[src/rtl/block_assign_pkg.sv]
// Shared constants for block_assign_pipe: default operand and counter widths,
// plus the pipeline depth. The depth is also the number of rising edges from
// input acceptance to a valid result when the consumer is always ready.
package block_assign_pkg;

    localparam int BAP_WIDTH  = 8;
    localparam int BAP_CNT_W  = 16;
    localparam int PIPE_DEPTH = 2;

endpackage : block_assign_pkg

[src/rtl/block_assign_stage.sv]
// One valid-tagged register stage. When ld is high, the valid flag follows
// valid_in. The data register captures data_in only when the incoming word is
// valid. This keeps the data stable across bubbles. Reset is synchronous and
// active high.
module block_assign_stage #(
    parameter int DW = 8
) (
    input  logic          clk,
    input  logic          rst,
    input  logic          ld,
    input  logic          valid_in,
    input  logic [DW-1:0] data_in,
    output logic          valid_q,
    output logic [DW-1:0] data_q
);

    logic          r_valid;
    logic [DW-1:0] r_data;

    // Valid flag and data register, with reset taking priority over ld.
    always_ff @(posedge clk) begin
        if (rst) begin
            r_valid <= 1'b0;
            r_data  <= '0;
        end else if (ld) begin
            r_valid <= valid_in;
            if (valid_in) begin
                r_data <= data_in;
            end
        end
    end

    assign valid_q = r_valid;
    assign data_q  = r_data;

endmodule : block_assign_stage

[src/rtl/block_assign_pipe.sv]
// block_assign_pipe: y = (a & b) | (c ^ d) in two registered stages, with a
// valid/ready handshake on both sides.
// Stage 1 holds {a & b, c ^ d}. Stage 2 holds their OR.
// The pipeline can hold at most two results, one per stage.
// in_ready depends combinationally on out_ready, so a full pipeline can
// accept a new input in the same cycle that it delivers a result.
// Optional feature: define BLOCK_ASSIGN_PIPE_CNT_EN to add a CNT_W-bit count
// of delivered results on the result_cnt output. The count wraps.
module block_assign_pipe
    import block_assign_pkg::*;
#(
    parameter int WIDTH = BAP_WIDTH
`ifdef BLOCK_ASSIGN_PIPE_CNT_EN
    ,
    parameter int CNT_W = BAP_CNT_W
`endif
) (
    input  logic             clk,
    input  logic             rst,
    input  logic             in_valid,
    output logic             in_ready,
    input  logic [WIDTH-1:0] a,
    input  logic [WIDTH-1:0] b,
    input  logic [WIDTH-1:0] c,
    input  logic [WIDTH-1:0] d,
    output logic             out_valid,
    input  logic             out_ready,
    output logic [WIDTH-1:0] y,
    output logic             busy
`ifdef BLOCK_ASSIGN_PIPE_CNT_EN
    ,
    output logic [CNT_W-1:0] result_cnt
`endif
);

    logic               w_s1_valid;
    logic [2*WIDTH-1:0] w_s1_din;
    logic [2*WIDTH-1:0] w_s1_data;
    logic [WIDTH-1:0]   w_s2_din;
    logic               w_s2_ld;

    // Stage 2 can load when it is empty or when its result leaves this cycle.
    // Stage 1 can load when it is empty or when stage 2 takes its content.
    assign w_s2_ld  = ~out_valid | out_ready;
    assign in_ready = ~w_s1_valid | w_s2_ld;

    assign w_s1_din = {a & b, c ^ d};
    assign w_s2_din = w_s1_data[2*WIDTH-1:WIDTH] | w_s1_data[WIDTH-1:0];

    block_assign_stage #(.DW(2 * WIDTH)) u_stage1 (
        .clk      (clk),
        .rst      (rst),
        .ld       (in_ready),
        .valid_in (in_valid),
        .data_in  (w_s1_din),
        .valid_q  (w_s1_valid),
        .data_q   (w_s1_data)
    );

    block_assign_stage #(.DW(WIDTH)) u_stage2 (
        .clk      (clk),
        .rst      (rst),
        .ld       (w_s2_ld),
        .valid_in (w_s1_valid),
        .data_in  (w_s2_din),
        .valid_q  (out_valid),
        .data_q   (y)
    );

    assign busy = w_s1_valid | out_valid;

`ifdef BLOCK_ASSIGN_PIPE_CNT_EN
    logic [CNT_W-1:0] r_result_cnt;

    // Count output transfers. The counter wraps naturally at 2^CNT_W.
    always_ff @(posedge clk) begin
        if (rst) begin
            r_result_cnt <= '0;
        end else if (out_valid & out_ready) begin
            r_result_cnt <= r_result_cnt + CNT_W'(1);
        end
    end

    assign result_cnt = r_result_cnt;
`endif

endmodule : block_assign_pipe

[config.mk]
export PLATFORM = sky130hd
export DESIGN_NAME = block_assign_pipe
export DESIGN_NICKNAME = d
export VERILOG_FILES = /design/src/rtl/block_assign_pkg.sv /design/src/rtl/block_assign_stage.sv /design/src/rtl/block_assign_pipe.sv
export SDC_FILE = /design/constraint.sdc
export NUM_CORES = 1
export LEC_CHECK = 0
export CAP_MARGIN = 20
export CORE_MARGIN = 2
export CORE_UTILIZATION = 40
export DETAILED_ROUTE_END_ITERATION = 8
export PLACE_DENSITY = 0.73
export SYNTH_ARGS = -nofsm -noshare
export SYNTH_HDL_FRONTEND = slang
export SYNTH_SLANG_ARGS = --single-unit
export TNS_END_PERCENT = 100
[constraint.sdc]
create_clock -name clk -period 1.81 [get_ports clk]
set_input_delay 0.362 -clock clk [delete_from_list [all_inputs] [get_ports clk]]
set_output_delay 0.362 -clock clk [all_outputs]
set_load 0.1 [all_outputs]
# Yosys cells after proc, flatten, opt, wreduce, memory -nomap -nowiden
# Index checks and enable logic that the tools add are counted.
# classes
n_reduce_logical,2
bitwise,8
# op_table
cell,count
8-bit bitwise AND,1
8-bit bitwise OR,1
8-bit XOR,1
2-bit AND reduction,2
1-bit bitwise OR,3
1-bit NOT,2
# totals
out_inout_bits,11
regBits,26
input_bits,36

# Depth between registers and ports, before layout
# Gate-level depths: netlist of run 1.
# depth
word_depth,4
depth_mapped,5
mapped_depth_nobuf,3

# Cells and area by module
# From an unflattened synthesis of run 1, not the netlist that was laid out.
# hier_totals
cells_unflattened,144
area_unflattened_um2,1383.8
# modules_own_cells
module,seq_area_each_um2,cells_each,n_inst,area_each_um2
block_assign_stage at u_stage1,340.3,77,1,789.5
block_assign_stage at u_stage2,180.2,40,1,404.1
block_assign_pipe,0.0,27,1,190.2

# Least setup slack after synthesis of run 1
# No wires, ideal clock.
# synth_path
path_type,reg-to-reg
startpoint,"reg u_stage2.r_valid, in the netlist u_stage2.valid_q"
endpoint,"reg u_stage1.r_data[0], in the netlist u_stage1.data_q[0]"
path_stages_with_launch,5
arrival_time_ns,1.784
n_path_buf,1
period_less_slack_ns,1.909
required_time_ns,1.685
setup_ns,0.125
setup_slack_ns,-0.099
path_cell_list,dfxtp_1 > nand3b_1 > buf_2 > a21oi_1 > a211oi_2
# synth_via
elab_chain_cells,4
# synth_lines
element,line_no,source
from (decl),block_assign_stage.sv:17,logic r_valid;
from (signal assigned),block_assign_stage.sv:26,r_valid <= valid_in;
1-bit NOT,block_assign_pipe.sv:44,assign w_s2_ld = ~out_valid | out_ready;
1-bit bitwise OR,block_assign_pipe.sv:44,
1-bit bitwise OR,block_assign_pipe.sv:45,assign in_ready = ~w_s1_valid | w_s2_ld;
net in_ready,block_assign_pipe.sv:21,"output logic in_ready,"
2-bit AND reduction (no line),n/a,
to (signal assigned),block_assign_stage.sv:28,r_data <= data_in;
to (decl),block_assign_stage.sv:18,logic [DW-1:0] r_data;
# The timed path passes the listed nets, and every way through them passes these cells.
# A chain may end at the register's enable or synchronous reset.

# Worst setup path after layout of run 1
# layout_path
startpoint,in out_ready
endpoint,out in_ready
# layout_via
elab_chain_cells,2
# layout_lines
element,line_no,source
from (decl),block_assign_pipe.sv:27,"input logic out_ready,"
1-bit bitwise OR,block_assign_pipe.sv:44,
1-bit bitwise OR,block_assign_pipe.sv:45,
to (decl),block_assign_pipe.sv:21,
# No other way between the ends.

==> flow_results.org, run 1 <==
** Floorplan
- Once the floorplan was initialized, standard cells occupied 43.1% of the core.
- Die boundary width :: around 59 µm
- The initialized floorplan defines 19 standard-cell rows.
- The die covers ~0.0035 mm².
- Placeable core region :: 0.00281 mm²
- In this run the count of I/O pins placed on the die edge is 47.
- Vertical die dimension :: 59.0 µm

** Yosys
- Measured against the total synthesized area, the mux share comes to 6.63%.
- The synthesized netlist devotes about 14% of its cell area to simple gates.
- Share of synthesized cell area in full adder, half adder and majority cells :: 0%
- Summing the areas of all compound-gate instances in the mapped netlist gives about a quarter of the synthesized area.
- The Yosys step of the flow raised 0 warnings.
- Synthesized net count :: 153
- Mean instance size in the synthesized netlist :: 10.3 µm²
- Summing the areas of all xor and xnor instances in the mapped netlist gives 5.80% of the synthesized area.
- Counting distinct cell types in the post-synthesis netlist gives 16.
- After synthesis the netlist holds a flip-flop and latch count of 26.
- For this run, the register share of the synthesized area comes to between 40% and 50%.
- Summed instance area of the synthesized netlist :: 0.00121 mm²
- In the synthesized netlist, the number of instances is 117.
- Largest family of logic cells by synthesized area :: compound AO/OA/AOI/OAI gates

** Clock network
- Number of gates resized after cts :: 0
- TritonCTS built the clock tree.
- Post-CTS setup-driven buffer insertion count :: 0
- No sink is reached through more buffers than the 2 on the longest clock path.
- Clock slew seen by the registers of the worst setup and hold paths :: about 0.13 ns
- Number of sinks driven by the clock tree :: 26
- In this run the number of H-tree levels came out at 1.
- In this run, post-CTS hold repair placed 0 buffers.
- Clock latency on the worst-skew pair, taken at its later pin, is 0.31 ns.
- The tree is rooted in a sky130_fd_sc_hd__clkbuf_4.
- Number of buffers added by the clock tree synthesis step :: 3

** Global routing
- Aggregate global-route resource usage :: between 10% and 20%
- Largest net degree at the start of global routing :: 35
- The number of antenna violations at the first check in global routing is 0.
- The number of global-route vias before repair came to 1003.
- Total congestion overflow :: 0
- The first global-routing pass estimated 4150 µm of wire.

** Timing
- The clock period could shrink to 1.59 ns.
- The number of pins exceeding their max-slew limit in the final report was 0.
- Setup repair after global routing left no endpoint under its margin.
- Across the routed clock network, the largest skew measured is 0.00116 ns.
- For this run, the top clock speed supported by timing is between 600 and 700 MHz.
- Number of hold violations in the final report :: 0
- Count of final setup violators :: 0
- Transition time at the pin with the least slew margin :: 0.433 ns
- The final critical path takes up around 90% of the cycle.
- In this run the tightest slew margin relative to its limit is 71.2%.
- Aggregate negative setup slack :: 0 ns

** Pwr
- Combinational fraction of design power :: 31.0%
- The analysis attributes to net switching a power of 0.408 mW.
- IR analysis of the VDD net gives a maximum drop of 0.472 mV.
- Fraction of power spent switching nets :: 30.4%
- Internal power :: 0.932 mW
- Power share of the sequential group :: around 48%
- Total power divided by cell area :: 728 mW/mm²
- In this run the static leakage power is about 0.67 nW.
- In this run, the clock network consumes 21.1% of the power.

** Detailed routing
- Number of nets still failing antenna checks after routing :: 0
- Average wire per cell in the routed design :: 12.1 µm
- Wire length reported by the detailed router :: 2340 µm
- After the first detailed-routing iteration, the DRC count stood at 22.
- DRC errors left :: 2
- After detailed routing, the number of vias per cell comes to 5.12.
- The first TritonRoute pass finished after 6 iterations.
- Routed vias :: 989

** Worst setup path
- Master of the slowest instance on the critical path :: sky130_fd_sc_hd__clkdlybuf4s50_1
- Start of the worst register-to-register path :: u_stage1.valid_q
- Traced cell by cell, the critical path runs through clkdlybuf4s50_1, nand3b_1, buf_12.
- Of all nets on the critical path, the largest fanout is 3.
- Data arrives at the worst endpoint at 1.23 ns.
- Required time reported for the critical path endpoint :: 1.45 ns
- STA classifies the critical path endpoint as an output port.
- In this run the worst setup path begins at out_ready.
- Crit Path Category :: in -> out
- On the worst path, the slowest cell contributes a delay of 0.41 ns.
- CP Launch Type :: input port

** Layout
- Most frequent cells in the layout :: sky130_fd_sc_hd__clkdlybuf4s50_1, sky130_fd_sc_hd__dfxtp_1, sky130_fd_sc_hd__a21oi_1
- Inserted Diodes :: 0
- Post-layout utilization of the core :: 65.6%
- Most common cell after layout, fill and taps aside :: sky130_fd_sc_hd__clkdlybuf4s50_1
- Of the cells placed in the final design, the portion with a size suffix greater than 1 is between 20% and 30%.
- After the last flow step, the layout net total stands at 199.
- Compared with the post-synthesis result, the final layout area differs by 52.3%.
- Excluding fillers, the count of instances in the completed layout stands at 193.

** Run
- The tool flagged a number of max-cap violations equal to 0.

** Worst hold path
- Origin of the worst min-delay path :: u_stage1.data_q[10]
- The min-delay analysis places its worst path in the category reg -> reg.

** Run status
- The final reports fail on DRC.
- Result of the run :: complete, but fails checks

** Placement
- Detailed placement ended at an HPWL of approximately 1800 µm.
- Final Wtd Congestion :: approximately 0.8
- Placed insts :: 189
- During placement, the flow inserted port buffers numbering 46.
final timing paths:
path                         end  cells past startpoint  slack [ns]
max                     in_ready                      3        0.22
max reg2reg   u_stage2.data_q[3]                      3        0.61
min          u_stage1.data_q[10]                      2        0.48
min reg2reg  u_stage1.data_q[10]                      2        0.48
registers in the layout, indices dropped and copies added, names as in the netlist:
signal and cells:
u_stage2.valid_q 1, u_stage2.data_q 8, u_stage1.valid_q 1, u_stage1.data_q 16
critical path, delay by kind of cell:
family	cells	cell delay, ns
buf+inv	2	0.62
simple gates	1	0.24
through the flow:
| stage | power [mW] | hold slack (ns) | worst slack [ns] | cell area (µm²) |
|---|---|---|---|---|
| floorplan | 0.895 | 0.448 | 0.229 | 1210 |
| global placement | 1.07 | 0.458 | 0.169 | 1800 |
| detailed placement | 1.07 | 0.465 | 0.122 | 1800 |
| CTS | 1.36 | 0.486 | 0.208 | 1840 |
| global route | 1.40 | 0.508 | 0.181 | 1840 |
| finish | 1.34 | 0.485 | 0.219 | 1840 |
synth_stat cells:
library cell / instances / area, µm²
sky130_fd_sc_hd__buf_2: 4 / 20.0
sky130_fd_sc_hd__a211oi_2: 16 / 200
sky130_fd_sc_hd__nor2_1: 8 / 30.0
sky130_fd_sc_hd__a21oi_1: 18 / 90.1
sky130_fd_sc_hd__and2_4: 1 / 8.76
sky130_fd_sc_hd__or2_2: 1 / 6.26
sky130_fd_sc_hd__and2_1: 1 / 6.26
sky130_fd_sc_hd__inv_1: 2 / 7.51
sky130_fd_sc_hd__buf_6: 3 / 33.8
sky130_fd_sc_hd__clkbuf_1: 2 / 7.51
sky130_fd_sc_hd__buf_1: 1 / 3.75
sky130_fd_sc_hd__dfxtp_1: 26 / 521
sky130_fd_sc_hd__nand2b_1: 9 / 56.3
sky130_fd_sc_hd__xnor2_1: 8 / 70.1
sky130_fd_sc_hd__nand3b_1: 9 / 67.6
sky130_fd_sc_hd__mux2i_1: 8 / 80.1
routing by layer:
layer	track usage [%]	share of wire, %	up-vias
li1	-	-	498
met1	19.5	44	463
met2	26.5	49	24
met3	3.28	5.4	4
met4	4.87	1.1	0
met5	0	0	-
power groups by stage:
| stage | Combinational (mW) | Sequential (mW) | Clock [mW] |
|---|---|---|---|
| 4_1_cts | 0.418 | 0.642 | 0.297 |
| 2_1_floorplan | 0.154 | 0.741 | 0 |
| 3_3_place_gp | 0.412 | 0.653 | 0 |
| 6_report | 0.415 | 0.641 | 0.283 |
| 3_5_place_dp | 0.418 | 0.654 | 0 |
| 5_1_grt | 0.439 | 0.645 | 0.315 |
cell families after synthesis:
| group | count (synthesis) |
|---|---|
| AOI/OAI and AO/OA | 34 |
| and+or+nand+nor | 29 |
| DFF | 26 |
| buffers and inverters | 12 |
| xor gates and xnor gates | 8 |
| muxes | 8 |
final cells by class:
cell class	instances	area, µm²
sequential	26	522
clock buffer	4	36.3
multi-input combinational	79	616
inverter	2	7.51
tap	31	38.8
fill	218	965
timing repair buffer	51	621
Power figures use the tool's default switching activity.
==> run 2, diff against run 1 <==
CORE_UTILIZATION = 46   (was 40)
PLACE_DENSITY = 0.83   (was 0.73)
==> run 2 against run 1 <==
The run now ends clean. Largest power group unchanged. Worst hold slack got worse by 0.0012 ns. Power increased by 1.3%. Cell count decreased by 1.0%. Sequential share of layout area increased by 0.18 points. Register-to-register slack got worse by 0.13 ns. Critical path type is now reg -> out. Die area decreased by 12%. Largest cell class is now multi-input combinational cells.
==> flow_results.org, run 2 (synthesis results as in run 1) <==
** Run status
- The run finished with clean final reports.

** Layout
- After filler insertion, the fill cell instance count of the layout stands at 184.
- Relative to the synthesized area, the layout overhead comes to 51.7%.
- Most common cell after layout, fill and taps aside :: sky130_fd_sc_hd__clkdlybuf4s50_1
- Inserted Diodes :: 0
- The multi-input combinational cells in the finished layout cover a total of roughly 600 µm².
- The top cell types in the final layout, fill and taps aside, are sky130_fd_sc_hd__clkdlybuf4s50_1, sky130_fd_sc_hd__dfxtp_1, sky130_fd_sc_hd__a21oi_1.
- Flip-flop count of the largest register, all copies and words added :: 16
- Post-layout nets :: 198
- Fraction of layout instances using a drive strength above 1 :: 24.2%
- The finished layout holds 191 standard cells, fillers aside.
- Sequential cell area :: 523 µm²

** Detailed routing
- The final layout contains routed wiring with a total length of 2910 µm.
- The detail route stage leaves a number of antenna-violating nets equal to 0.
- The routed layout has 1037 vias.
- Using the TritonRoute via totals, the vias-per-cell ratio works out to 5.43.
- DRC errors left :: 0
- Before antenna repair, the detailed router went through 4 iterations.
- The detailed router finished its first iteration with 22 violations.
- After detailed routing, the wire length on met1 is 1090 µm.
- The highest layer touched by signal routing is met4.
- Detail Route met3 WL :: 113 µm
- Dividing the detail-routed wire length by the instance count gives ~15 µm.
- WL met2 :: 1670 µm

** Global routing
- Entering global routing, the biggest net connects 35 pins.
- The number of antenna violations at the first check in global routing is 0.
- Aggregate global-route resource usage :: 20.3%
- After global routing the overflow that remains totals 0.
- The first global-routing pass estimated around 5000 µm of wire.
- Via count of the first global-routing pass :: 1128

** Clock network
- Clock-pin slew was measured on the worst setup and hold paths at 0.14 ns.
- TritonCTS built the clock tree.
- The number of gates resized after CTS was 1.
- The longest clock path from root to sink contains 2 buffers.
- In this run the number of H-tree levels came out at 1.
- Number of sinks driven by the clock tree :: 26
- The tree is rooted in a sky130_fd_sc_hd__clkbuf_4.
- For the worst-skew pair, the clock arrives at the later sink with an insertion delay of 0.33 ns.
- Post-CTS setup-driven buffer insertion count :: 0
- Number of buffers added by the clock tree synthesis step :: 3
- Hold_buf cts :: 0

** Timing
- For the pin with the worst max-slew slack, the measured transition is 0.519 ns.
- Aggregate negative setup slack :: 0 ns
- Setup violations remaining at the end of the flow were counted as 0.
- Setup repair after global routing left no endpoint under its margin.
- Measured against its own limit, the worst slew margin works out to approximately two thirds.
- Hold timing on the final database bottoms out at a slack of ~0.48 ns.
- Fin crit period :: 1.64 ns
- Max Clock Skew :: 0.00849 ns
- The number of pins exceeding their max-slew limit in the final report is 0.
- Fmax :: 609 MHz
- Setup slack of the critical path after layout :: 0.167 ns
- Number of hold violations in the final report :: 0
- The final critical path takes up 90.8% of the cycle.

** Placement
- Placed insts :: 187
- Number of port buffers :: 46
- Worst slack at placement :: roughly 0.095 ns
- At the end of routability-driven placement, the weighted congestion stood at 0.757.
- Dpl hpwl :: 2210 µm

** Pwr
- Power dissipated by switching net loads :: 0.425 mW
- The clock network accounts for 21.5% of the total power.
- Of the total power, registers draw 47.6%.
- Leakage component of the power :: 0.667 nW
- Across the VDD grid, the largest voltage drop is 0.822 mV.
- Internal power :: ~0.93 mW
- Total power divided by cell area :: 740 mW/mm²
- Net switching is 31.3% of the power.
- In this run, the combinational gates consume 30.9% of the power.

** Floorplan
- The die is 55.3 µm tall.
- Pin placement for this block handled 47 I/O pins.
- The die is between 50 and 60 µm wide.
- For this configuration, the core starts out at a cell density of between 40 and 50%.
- Row Count :: 18
- The die covers 0.00305 mm².
- Placeable core region :: ~0.0025 mm²

** Worst setup path
- CP Launch Type :: register
- Across all register-to-register paths, the minimum setup slack is 0.48 ns.
- STA puts the critical path data arrival time at 1.28 ns.
- Capturing point of the worst reg2reg path :: u_stage1.data_q[2]
- In this run the worst path has a maximum fanout of 12.
- Register-to-Register Path Depth :: 3
- The worst setup path is of the reg -> out kind.
- Start of the worst register-to-register path :: u_stage1.valid_q
- The worst setup path is captured at an output port.
- Required time reported for the critical path endpoint :: 1.45 ns

** Worst hold path
- The tightest min-delay check is of the reg -> reg type.
- Origin of the worst min-delay path :: u_stage1.data_q[10]
- Sink of the worst hold path :: u_stage1.data_q[10]
- The worst hold path was traced through 2 stages.

** Run
- Max-cap violations in this run came to 0.
[run 2: how the worst max path moves through the flow]
stage	endpoint	from	slack [ns]
finish	in_ready	u_stage1.valid_q	0.17
global placement	u_stage2.data_q[2]	out_ready	0.17
CTS	in_ready	u_stage1.valid_q	0.17
global route	in_ready	u_stage1.valid_q	0.11
detailed placement	u_stage2.data_q[3]	out_ready	0.1
floorplan	u_stage1.data_q[0]	u_stage2.valid_q	0.23
[run 2: power groups by stage]
| stage | clock network [mW] | logic (mW) | registers [mW] |
|---|---|---|---|
| 3_5_place_dp | 0 | 0.421 | 0.657 |
| 5_1_grt | 0.326 | 0.440 | 0.650 |
| 4_1_cts | 0.298 | 0.422 | 0.645 |
| 3_3_place_gp | 0 | 0.410 | 0.655 |
| 2_1_floorplan | 0 | 0.154 | 0.741 |
| 6_report | 0.292 | 0.419 | 0.645 |
[run 2: metrics by stage]
stage               instance area, µm²  util, %  total power [mW]
floorplan                         1210        -             0.895
detailed placement                1800     72.5              1.08
finish                            1830     74.0              1.36
CTS                               1830     74.0              1.37
global route                      1830     74.0              1.42
global placement                  1800     72.5              1.06
[run 2: cell type report]
type	instances	area share, %
well taps	30	2.05
repair buffers	50	33.4
inverters	2	0.410
multi-input cells	79	33.6
flip-flops and latches	26	28.5
clock buffers	4	1.98
[run 2: metal layers]
layer  track usage (%)  vias up
li1                  -      498
met4              5.57        0
met1              20.9      510
met2              39.5       23
met3              5.62        6
met5                 0        -
[run 2: critical path: stages (launching register included)]
cell and delay, ns:
sky130_fd_sc_hd__dfxtp_2 0.51, sky130_fd_sc_hd__nand3b_1 0.22, sky130_fd_sc_hd__buf_12 0.22
==> run 3, diff against run 2 <==
CORE_MARGIN = default   (was 2)
RECOVER_POWER = 100   (was default)
==> run 3 against run 2 <==
Wire length is 8.2% lower. Global-route usage is essentially flat. Sequential power down 1%. Die area shrank 7.1%. Combinational power down 13%. Sequential cell count is the same. Via count fell by 3.6%. Cell count unchanged. Critical path depth did not move. Critical path type unchanged. Critical endpoint is now busy. Largest power group unchanged. Highest routed layer unchanged.
==> flow_results.org, run 3 (synthesis results as in run 1) <==
** Run status
- The flow ran to the end, and the final reports show no timing, DRC or antenna violations.

** Worst setup path
- The critical path is of the reg -> out type.
- The startpoint identified for the worst register-to-register timing path is u_stage1.valid_q.
- Walking the worst path, the cells encountered are or2_2, buf_4.
- Max incr delay on CP :: between 0.4 and 0.5 ns
- STA puts the critical path data arrival time at 1.28 ns.
- Capturing point of the worst reg2reg path :: u_stage1.data_q[3]
- Counting both buffers and inverters, the worst setup path holds a total of 1.
- The number of cells on the worst reg-to-reg path is 3.
- The most critical setup path has its startpoint at u_stage1.valid_q.
- In this run the worst path has a maximum fanout of 12.
- The setup check on the worst reg-to-reg path leaves a slack of 0.34 ns.
- In this design, the largest share of critical-path delay is due to flip-flops.
- Nature of the critical path endpoint :: output port
- Required time reported for the critical path endpoint :: 1.45 ns
- Path length in cells of the critical path :: 2
- For this design, the slowest cell found on the critical path is sky130_fd_sc_hd__dfxtp_2.
- CP Launch Type :: register

** Placement
- Detailed placement finished with a half-perimeter wire length of around 2000 µm.
- The congestion estimate from routability-driven global placement came to 0.725.
- In this run the tool buffered the top-level ports with 46 buffer cells.

** Pwr
- Combinational fraction of design power :: 28.3%
- Net switching is 31.6% of the power.
- Leakage component of the power :: 0.614 nW
- VDD sags by at most a little over 0.6 mV.
- The clock network accounts for between 20 and 25% of the total power.
- Internal power comes to 0.883 mW.
- For this design the total switching power over the nets is 0.407 mW.
- Per report_power, the sequential group accounts for 49.4% of the total.
- Dividing total power by cell area gives a power density of slightly below 800 mW/mm².

** Layout
- Layout-stage area growth over the synthesis result :: 38.0%
- Most frequent cells in the layout :: sky130_fd_sc_hd__clkdlybuf4s50_1, sky130_fd_sc_hd__dfxtp_1, sky130_fd_sc_hd__a21oi_1
- Flip-flop count of the largest register, all copies and words added :: 16
- At the end of the flow, the number of nets in the layout was 198.
- Sequential cell area :: 522 µm²
- Most common cell after layout, fill and taps aside :: sky130_fd_sc_hd__clkdlybuf4s50_1
- Filler Cell Count :: 208
- Fraction of layout instances using a drive strength above 1 :: 21.1%
- In the final layout, the multi-input gates occupy 604 µm².
- The repair_antennas step left the layout with diodes totalling 0.

** Global routing
- The number of global-route vias before repair is 951.
- Global routing finished with a remaining overflow of 0.
- Largest net degree at the start of global routing :: 35
- The first global-routing pass estimated ~4000 µm of wire.
- In the global route stage, overall resource usage came out at around 20%.
- The number of antenna violations at the first check in global routing came to 0.

** Floorplan
- For this configuration, the core starts out at a cell density of 48.8%.
- For this design the top-level I/O count stands at 47.
- Placeable core region :: 0.00248 mm²
- The floorplan step defined a die boundary enclosing about 0.0028 mm².
- Row Count :: 18
- From bottom edge to top edge, the die measures 53.3 µm.
- The die is 53.3 µm wide.

** Timing
- Number of max-slew violations in the final report :: 0
- Max_slew headroom :: between 60% and 70%
- Setup repair after global routing left no endpoint under its margin.
- For the finished layout, the period the worst path requires is around 1.6 ns.
- The tightest hold path in the finished design has a slack of about 0.49 ns.
- Aggregate negative setup slack :: 0 ns
- Count of final setup violators :: 0
- Derived from the worst setup path, the maximum achievable clock frequency is 608 MHz.
- In the finished design, the share of the clock period the worst path needs comes to between 90% and 100%.
- Max Clock Skew :: 0.00822 ns
- The final-report hold violation count is 0.
- At the pin with the least slew margin, the transition time is 0.553 ns.

** Clock network
- Number of sinks driven by the clock tree :: 26
- Number of gates resized after cts :: 1
- In this run, post-CTS hold repair placed 0 buffers.
- TritonCTS built the clock tree.
- CTS placed an instance of sky130_fd_sc_hd__clkbuf_4 at the clock tree root.
- Clock-pin slew was measured on the worst setup and hold paths at roughly 0.14 ns.
- In this run the post-CTS setup repair buffer count came out at 0.
- In this run, CTS created clock tree buffers numbering 3.
- Worst-skew pair later-pin latency :: between 0.3 and 0.4 ns
- Number of buffers on the longest clock path :: 2
- Maximum level of the CTS H-tree :: 1

** Detailed routing
- Wire length reported by the detailed router :: 2670 µm
- In the final routed layout, each cell accounts on average for ~14 µm.
- The first TritonRoute pass finished after 4 iterations.
- The first routing iteration left 13 violations.
- After detailed routing, the number of vias per cell comes to 5.24.
- DRC errors left :: 0
- The routed layout has 1000 vias.
- Once detail routing completed, the nets flagged for antenna violations numbered 0.

** Run
- Across the run, the number of max-cap violations was 0.

** Worst hold path
- Along the worst hold path, the cell count comes to 2.
- The min-delay analysis places its worst path in the category reg -> reg.
- Origin of the worst min-delay path :: u_stage1.data_q[10]
- For hold timing, the worst endpoint is u_stage1.data_q[10].
==> run 3: cell count changes in the layout (fill, tap and decap cells not counted) <==
| cell | before | now |
|---|---|---|
| sky130_fd_sc_hd__dfxtp_1 | 24 | 25 |
| sky130_fd_sc_hd__a211oi_2 | 16 | 14 |
| sky130_fd_sc_hd__and2_4 | 1 | 0 |
| sky130_fd_sc_hd__buf_12 | 12 | 2 |
| sky130_fd_sc_hd__clkbuf_2 | 0 | 8 |
| sky130_fd_sc_hd__and2_2 | 0 | 1 |
| sky130_fd_sc_hd__clkbuf_1 | 0 | 2 |
| sky130_fd_sc_hd__dfxtp_2 | 2 | 1 |
| sky130_fd_sc_hd__a211oi_1 | 0 | 2 |
==> run 3: routing by layer <==
| layer | share of wire [%] | vias to the layer above | track usage [%] |
|---|---|---|---|
| met1 | 41 | 482 | 21.3 |
| met2 | 54 | 17 | 37.9 |
| met3 | 3.4 | 4 | 5.17 |
| li1 | - | 497 | - |
| met4 | 1.5 | 0 | 7.89 |
| met5 | 0 | - | 0 |
==> run 3: cell type report <==
class	count	area share [%]
Multi-Input combinational cell	79	36.2
Sequential cell	26	31.3
Timing Repair Buffer	50	27.6
Tap cell	30	2.25
Clock buffer	4	2.18
Inverter	2	0.450
==> run 3: worst register-to-register path: stages (launching register included) <==
cell and delay [ns]:
sky130_fd_sc_hd__dfxtp_2 0.51, sky130_fd_sc_hd__nand3b_1 0.17, sky130_fd_sc_hd__and2_2 0.38, sky130_fd_sc_hd__a211oi_1 0.31
==> run 3: power by group through the flow <==
stage	registers (mW)	logic, mW	clock network (mW)
after floorplan	0.741	0.154	0
after global routing	0.641	0.384	0.324
after CTS	0.644	0.419	0.295
final	0.637	0.365	0.288
after global placement	0.655	0.411	0
after detailed placement	0.657	0.418	0
==> run 3: how the worst max path moves through the flow <==
| stage | to | slack [ns] |
|---|---|---|
| after floorplan | u_stage1.data_q[0] | 0.23 |
| after global placement | u_stage2.data_q[2] | 0.16 |
| after detailed placement | u_stage1.data_q[9] | 0.11 |
| after CTS | in_ready | 0.17 |
| after global routing | in_ready | 0.13 |
| final | busy | 0.16 |
==> run 3: metrics by stage <==
stage	power [mW]	worst slack (ns)	std cells	util, %	area [µm²]
floorplan	0.895	0.229	117	-	1210
global placement	1.07	0.165	187	72.5	1800
detailed placement	1.07	0.113	187	72.5	1800
CTS	1.36	0.170	191	74.0	1830
global route	1.35	0.127	191	67.3	1670
finish	1.29	0.164	191	67.3	1670
